### src/rtl/seg7_pkg.sv
// rtl/seg7_pkg.sv - shared segment patterns and counter-width helper for the scan driver
package seg7_pkg;

  localparam logic [6:0] SEG_BLANK = 7'h7F;
  localparam logic [6:0] SEG_MINUS = 7'h3F;

  localparam logic [6:0] DIG_0 = 7'h40;
  localparam logic [6:0] DIG_1 = 7'h79;
  localparam logic [6:0] DIG_2 = 7'h24;
  localparam logic [6:0] DIG_3 = 7'h30;
  localparam logic [6:0] DIG_4 = 7'h19;
  localparam logic [6:0] DIG_5 = 7'h12;
  localparam logic [6:0] DIG_6 = 7'h03;
  localparam logic [6:0] DIG_7 = 7'h78;
  localparam logic [6:0] DIG_8 = 7'h00;
  localparam logic [6:0] DIG_9 = 7'h18;

  // Width of a counter that holds 0..n-1; never narrower than one bit.
  function automatic int cnt_width(input int n);
    return (n <= 2) ? 1 : $clog2(n);
  endfunction

endpackage

### src/rtl/seg7_glyph_rom.sv
// rtl/seg7_glyph_rom.sv - 4-bit code to active-low 7-segment pattern
module seg7_glyph_rom
  import seg7_pkg::*;
(
  input  logic [3:0] code,
  output logic [6:0] seg
);

  always_comb begin
    seg = SEG_BLANK;
    case (code)
      4'd0:    seg = DIG_0;
      4'd1:    seg = DIG_1;
      4'd2:    seg = DIG_2;
      4'd3:    seg = DIG_3;
      4'd4:    seg = DIG_4;
      4'd5:    seg = DIG_5;
      4'd6:    seg = DIG_6;
      4'd7:    seg = DIG_7;
      4'd8:    seg = DIG_8;
      4'd9:    seg = DIG_9;
      4'd15:   seg = SEG_MINUS;
      default: seg = SEG_BLANK;
    endcase
  end

endmodule

### src/rtl/seg7_scan_driver.sv
// rtl/seg7_scan_driver.sv - time-multiplexed N-digit common-anode 7-segment driver
// with leading-zero blanking, per-digit blink and an inter-digit guard interval.
module seg7_scan_driver
  import seg7_pkg::*;
#(
  parameter int NUM_DIGITS   = 4,
  parameter int REFRESH_DIV  = 50000,
  parameter int GUARD_CYCLES = 2,
  parameter int BLINK_SLOTS  = 256
) (
  input  logic                    clk,
  input  logic                    rst_n,
  input  logic [4*NUM_DIGITS-1:0] bcd_in,
  input  logic [NUM_DIGITS-1:0]   dp_in,
  input  logic                    load,
  input  logic                    blank_lz,
  input  logic [NUM_DIGITS-1:0]   blink_en,
  output logic [NUM_DIGITS-1:0]   an,
  output logic [6:0]              a_to_g,
  output logic                    dp
);

  localparam int DIV_W = cnt_width(REFRESH_DIV);
  localparam int IDX_W = cnt_width(NUM_DIGITS);
  localparam int BLK_W = cnt_width(BLINK_SLOTS);

  logic [4*NUM_DIGITS-1:0] bcd_sh;
  logic [NUM_DIGITS-1:0]   dp_sh;
  logic [NUM_DIGITS-1:0]   blink_sh;
  logic [DIV_W-1:0]        div_cnt;
  logic [IDX_W-1:0]        digit_idx;
  logic [BLK_W-1:0]        blink_cnt;
  logic                    blink_phase;

  logic [NUM_DIGITS-1:0]   lz_blank;
  logic                    zero_above;
  logic [3:0]              cur_code;
  logic                    cur_dp;
  logic                    cur_blink;
  logic                    cur_lz;
  logic [NUM_DIGITS-1:0]   an_sel;
  logic [6:0]              glyph;
  logic                    suppressed;
  logic                    slot_end;
  logic                    guard;

  // A digit is a leading zero only if it and every more significant digit are zero.
  always_comb begin
    lz_blank   = '0;
    zero_above = 1'b1;
    for (int i = NUM_DIGITS - 1; i >= 0; i--) begin
      zero_above  = zero_above & (bcd_sh[4*i +: 4] == 4'd0);
      lz_blank[i] = blank_lz & zero_above & (i != 0);
    end
  end

  always_comb begin
    cur_code  = '0;
    cur_dp    = 1'b0;
    cur_blink = 1'b0;
    cur_lz    = 1'b0;
    an_sel    = '1;
    for (int i = 0; i < NUM_DIGITS; i++) begin
      if (digit_idx == IDX_W'(i)) begin
        cur_code  = bcd_sh[4*i +: 4];
        cur_dp    = dp_sh[i];
        cur_blink = blink_sh[i];
        cur_lz    = lz_blank[i];
        an_sel[i] = 1'b0;
      end
    end
  end

  seg7_glyph_rom u_glyph (
    .code (cur_code),
    .seg  (glyph)
  );

  assign suppressed = (cur_blink & blink_phase) | cur_lz;
  assign slot_end   = (div_cnt == DIV_W'(REFRESH_DIV - 1));
  assign guard      = (div_cnt < DIV_W'(GUARD_CYCLES));

  always_ff @(posedge clk or negedge rst_n) begin
    if (!rst_n) begin
      bcd_sh      <= '0;
      dp_sh       <= '0;
      blink_sh    <= '0;
      div_cnt     <= '0;
      digit_idx   <= '0;
      blink_cnt   <= '0;
      blink_phase <= 1'b0;
      an          <= '1;
      a_to_g      <= SEG_BLANK;
      dp          <= 1'b1;
    end else begin
      if (load) begin
        bcd_sh   <= bcd_in;
        dp_sh    <= dp_in;
        blink_sh <= blink_en;
      end

      if (slot_end) begin
        div_cnt   <= '0;
        digit_idx <= (digit_idx == IDX_W'(NUM_DIGITS - 1)) ? '0 : digit_idx + 1'b1;
        if (blink_cnt == BLK_W'(BLINK_SLOTS - 1)) begin
          blink_cnt   <= '0;
          blink_phase <= ~blink_phase;
        end else begin
          blink_cnt <= blink_cnt + 1'b1;
        end
      end else begin
        div_cnt <= div_cnt + 1'b1;
      end

      // Outputs reflect this cycle's counters and shadow contents.
      if (guard) begin
        an     <= '1;
        a_to_g <= SEG_BLANK;
        dp     <= 1'b1;
      end else begin
        an     <= an_sel;
        a_to_g <= suppressed ? SEG_BLANK : glyph;
        dp     <= suppressed ? 1'b1 : ~cur_dp;
      end
    end
  end

endmodule

### config.mk
export PLATFORM = sky130hd
export DESIGN_NAME = seg7_scan_driver
export DESIGN_NICKNAME = d
export VERILOG_FILES = /design/src/rtl/seg7_pkg.sv /design/src/rtl/seg7_glyph_rom.sv /design/src/rtl/seg7_scan_driver.sv
export SDC_FILE = /design/constraint.sdc
export NUM_CORES = 1
export LEC_CHECK = 0
export BUFFER_PORTS_ARGS = -buffer_cell sky130_fd_sc_hd__buf_2
export CORE_ASPECT_RATIO = 0.8
export CORE_MARGIN = 5
export CORE_UTILIZATION = 28
export DETAILED_ROUTE_END_ITERATION = 6
export GPL_TIMING_DRIVEN = 0
export PLACE_DENSITY = 0.53
export SLEW_MARGIN = 25
export SYNTH_ARGS = -nofsm -noshare
export SYNTH_HDL_FRONTEND = slang
export SYNTH_SLANG_ARGS = --single-unit
export TNS_END_PERCENT = 50
### constraint.sdc
create_clock -name clk -period 2.3 [get_ports clk]
set_clock_uncertainty 0.05 [all_clocks]
set_input_delay 0.46 -clock clk [delete_from_list [all_inputs] [get_ports clk]]
set_output_delay 0.46 -clock clk [all_outputs]
set_load 0.005 [all_outputs]
* Word level (Yosys, flattened, before mapping) *
Memories as Yosys holds them, arrays and structs flattened.
Cells that the tools add are included.

word-level totals
  bits in latches = 0
  register bits after elaboration = 63
  memory bits (read-only) = 112
  RAM bits = 0
  memories = 1
  word-level logic and storage cells = 61
  output and inout bits = 12
  input port bits = 28

memory list
  name             words  bits a word  read ports  clocked after memory_dff  write ports  line                  source
  (no name shown)  16     7            1           0                         0            seg7_glyph_rom.sv:11  case (code)

cells by class
  mux-type cells = 27
  shift-type cells = 0
  equal/unequal tests = 5
  bitwise gates (word level) = 9
  magnitude comparators = 1
  multiply operators = 0
  add/subtract/negate cells = 3
  divide/modulo/power cells = 0
  reduce and logical (&&, ||, !) cells = 5

operators with widths
  kind                                                          number
  two-way mux 4 bit                                             5
  two-way mux 1 bit                                             17
  adder 16 x 1 -> 16 bit (second input constant)                1
  == test 16 bit (second input constant)                        1
  less-than comparator 16 x 2 -> 1 bit (second input constant)  1
  two-way mux 16 bit                                            1
  two-way mux 7 bit                                             2
  logical NOT 4 bit                                             3
  adder 8 x 1 -> 8 bit (second input constant)                  1
  == test 8 bit (second input constant)                         1
  two-way mux 8 bit                                             1
  bitwise AND 1 bit                                             6
  == test 2 bit (second input constant)                         2
  adder 2 x 1 -> 2 bit (second input constant)                  1
  == test 2 x 1 -> 1 bit (second input constant)                1
  logical NOT 2 bit                                             1
  two-way mux 2 bit                                             1
  inverter 1 bit                                                2
  AND reduction 2 bit                                           1
  bitwise OR 1 bit                                              1

* Longest topological paths before layout *
  depth in word-level cells = 10
  depth in mapped cells = 11
  depth with buffers taken out = 10

* Modules after synthesis *
From an unflattened synthesis, not the netlist that was laid out.

unflattened totals
  cell total of the unflattened synthesis = 279
  area total of the unflattened synthesis = 3085.5 sq um

modules (own cells, without submodules)
  module            area an instance (sq um)  cells an instance  times used  sequential area each (sq um)
  seg7_scan_driver  2857.7                    244                1           1591.5
  seg7_glyph_rom    227.7                     35                 1           0.0

* Worst setup path before layout *
OpenSTA, ideal clock, no wires.

  path type = register to register
  from = register digit_idx[1]
  to = register a_to_g[3]
  library setup time = 0.079 ns
  data required time = 2.171 ns
  clock period less this slack = 2.151 ns
  buffers on the path = 1
  path slack = 0.149 ns
  cell stages (with the launch flop) = 11
  arrival = 2.022 ns
  path through = dfrtp_1 -> inv_1 -> ha_1 -> clkbuf_1 -> nand2_1 -> o211a_1 -> nor2_1 -> inv_1 -> ha_1 -> nor3b_1 -> o21ai_0

on the way
  cells in the longest elaborated chain, start to end = 9
  elaborated cells on any way between the ends = 20
  classes of those cells = eq/ne (3); mux (13); bitwise (2); reduce/logical (1); memory (1)

RTL lines
  element                                                           line                     source
  start: declaration                                                seg7_scan_driver.sv:31   logic [IDX_W-1:0] digit_idx;
  start signal: assignment                                          seg7_scan_driver.sv:104  digit_idx <= (digit_idx == IDX_W'(NUM_DIGITS - 1)) ? '0 : digit_idx + 1'b1;
  branches (longest 7 deep; another with memory read (16 x 7 bit))  -
  two-way mux 7 bit (*)                                             seg7_scan_driver.sv:122  a_to_g <= suppressed ? SEG_BLANK : glyph;
  two-way mux 7 bit (*)                                             seg7_scan_driver.sv:116  if (guard) begin
  end signal: assignment                                            seg7_scan_driver.sv:122
  end: declaration                                                  seg7_scan_driver.sv:19   output logic [6:0] a_to_g,

Mark *: on every way between the ends.
A chain may end at the register's enable or synchronous reset.

* Final worst setup path *
  from = register digit_idx[0]
  to = register a_to_g[6]

Same word-level chain as after synthesis.

==> qor.csv <==
metric;value;unit
GRT Total Usage;10.9;%
net switching power;0.000648;W
cell count after synthesis;281;
Worst R2R Path Depth;9;
Syn Nets;320;
vias per cell;4.60;
commonest register cell after synthesis;dfrtp_1;
CTS buffer count;9;
Int Power;0.00217;W
Setup Crit Path Kind;flip-flop to flip-flop;
async set-reset flop share out of synthesis;100;%
logic gate share of total power;8.4;%
Reg clk slew, reported paths;50;ps
Slew @ Worst Pin;647;ps
crit end category;flip-flop;
period utilisation layout;95.3;%
max-slew violation count;0;
DP Wirelength;5000;um
io pins;40;
H-tree depth;3;
FF+latch count, synth;63;
hold_sp;bcd_in[14];
Seq/Total Area, Yosys;52.3;%
core area;0.0108;mm2
clock network power share;48.0;%
vias in the first global route;2158;
Placed Area;0.00344;mm2
antenna violations before repair;0;
Iter 0 DRT Violations;131;
Post-synth EDFFs;0;
Slowest cell on crit path;dfrtp_1;
worst skew pair latency;330;ps
crit-path max FO;7;
Nets;370;
antenna cells;0;
die area;0.0131;mm2
cell family with most CP delay;compound AO/OA/AOI/OAI gates;
largest net degree at the start of global routing;50;
Cell variety after synth;42;
Leak;1.67;nW
root buf cell;clkbuf_16;
Critical Path Max Stage Delay;410;ps
CP arrival;2380;ps
WL per Instance;14.2;um
max-cap violations;0;
Synth area leaders;dfrtp_1, dfstp_2, mux2_2;
drt first pass iters;4;
post-synth top area cell;dfrtp_1;
Max transition margin;56.8;%
switching portion of total power;23.0;%
post-layout util;35.3;%
Synth top area share;42.0;%
Post-Syn Area;0.00304;mm2
Stages on worst setup path;9;
Buf/Inv on CP;2;
Clock Path Buffers;2;
GRT overflow;0;
Routability Congestion;0.850;
end point of the critical path;a_to_g[6];
worst reg2reg endpoint;a_to_g[6];
x dimension of the die;127;um
commonest non-fill, non-tap cell in the layout;dfrtp_1;
Die Y;103;um
Critical Path RT;2490;ps
Synth Warn #;0;
Fmax;0.456;GHz
chain of cells forming the critical path;inv_2, ha_4, nand2_1, o211a_1, or2_2, inv_1, ha_1, o21ai_0, o211ai_1;
Final min period;2190;ps
Routed Wire Length;6810;um
first-pass GRT wire length;11100;um
fraction of layout cells with a size suffix above 1;32.4;%
Syn Area/Cell;10.8;um2
area of the multi-input gates;0.00143;mm2
final hold vios;0;
Detail Route Antenna Nets;0;
worst reg2reg path startpoint;digit_idx[0];
PwrDens;740;mW/mm2
Port Buffers;38;
post-route DRC violation count;0;
Rows;34;
final setup fails;0;
CTS tree;yes;
initial core utilization;28.2;%
TritonCTS Sinks;63;
number of fill cells in the layout;1085;
Reg power frac;43.6;%
design area;0.00380;mm2
Area growth, synth to finish;25.1;%
sequential standard cell area;0.00159;mm2
Critical path origin;digit_idx[0];
most frequent cells in the layout;dfrtp_1, buf_2, nand2_1;
Max VDD drop;0.342;mV
Hold WC Path Type;input pin to flip-flop;
status;finished clean;
Vias;2206;
Critical Path Source Type;flip-flop;
R2R Setup Slk;110;ps
[final cells by class]
| cell class | count | area share, % |
|---|---|---|
| Multi-Input combinational cell | 200 | 37.6 |
| Timing Repair Buffer | 40 | 6.05 |
| Sequential cell | 63 | 41.9 |
| Tap cell | 144 | 4.74 |
| Clock inverter | 6 | 1.58 |
| Buffer | 9 | 1.12 |
| Inverter | 8 | 0.790 |
| Clock buffer | 10 | 6.28 |
[registers in the layout (all words and copies together), names as in the netlist]
name	flops
a_to_g	7
an	4
bcd_sh	16
blink_cnt	8
blink_phase	1
blink_sh	4
digit_idx	2
div_cnt	16
dp	1
dp_sh	4
[layer usage]
metal | share of wire, % | wire, um | track usage, % | vias to the layer above
li1 | - | - | - | 1091
met1 | 53 | 3600 | 16.2 | 1061
met2 | 40 | 2730 | 14.3 | 45
met3 | 5.3 | 363 | 4.00 | 9
met4 | 1.6 | 112 | 4.20 | 0
met5 | 0 | 0 | 0 | -
[through the flow]
step	setup TNS [ps]	hold WS, ps	cells	setup slack, ps	total power, W
after CTS	0	277	480	17.7	0.00285
final	0	288	480	108	0.00281
after detailed placement	-1020	294	464	-233	0.00148
after global placement	-940	409	463	-237	0.00147
after floorplan	0	114	281	149	0.00137
after global routing	-36.6	298	480	-19.3	0.00295
[worst register-to-register path: stages (launching register included)]
cell and delay, ps:
dfrtp_1 410, inv_2 140, ha_4 210, nand2_1 100, o211a_1 230, or2_2 320, inv_1 120, ha_1 180
o21ai_0 90, o211ai_1 240
[logic make-up after synthesis]
logic type	synth area share, %
adder cells (fa/ha/maj)	4.53
buffers and inverters	2.26
AND/OR/NAND/NOR	17.0
XOR/XNOR	5.19
flip-flops	52.3
multiplexers	8.85
AO/OA/AOI/OAI	9.79
[synth_stat cells (all sizes together), types with 5 or more instances]
| cell | instances |
|---|---|
| nand2 | 26 |
| o21ai | 18 |
| xor2 | 10 |
| inv | 8 |
| nand4 | 8 |
| clkbuf | 7 |
| dfrtp | 51 |
| nor4 | 6 |
| a21oi | 13 |
| nor2 | 23 |
| xnor2 | 8 |
| mux2 | 23 |
| dfstp | 12 |
| ha | 11 |
| nand3 | 12 |
| and3 | 5 |
[power by group through the flow]
stage | Sequential, W | Combinational, W | Clock [W]
finish | 0.00123 | 0.000237 | 0.00135
floorplan | 0.00124 | 0.000128 | 0
detailed placement | 0.00124 | 0.000236 | 0
global placement | 0.00124 | 0.000228 | 0
CTS | 0.00123 | 0.000238 | 0.00139
global route | 0.00123 | 0.000269 | 0.00145
[worst min path at each step]
stage	endpoint	slack [ps]	cells after the start
final	bcd_sh[14]	290	3
after global routing	bcd_sh[14]	300	3
after CTS	bcd_sh[14]	280	3
after detailed placement	bcd_sh[2]	290	1
after global placement	blink_phase	410	1
after floorplan	bcd_sh[0]	110	0
[timing repair]
| item | CTS | global route |
|---|---|---|
| buffers inserted | 0 | 0 |
| endpoints found under the hold margin | 7 | 0 |
| pin swaps | 0 | 1 |
| resized for setup | 5 | 17 |
| setup endpoints to repair | 6 | 6 |
| hold buffers | 1 | 0 |
Note: power is estimated with default switching activity, not from simulation.
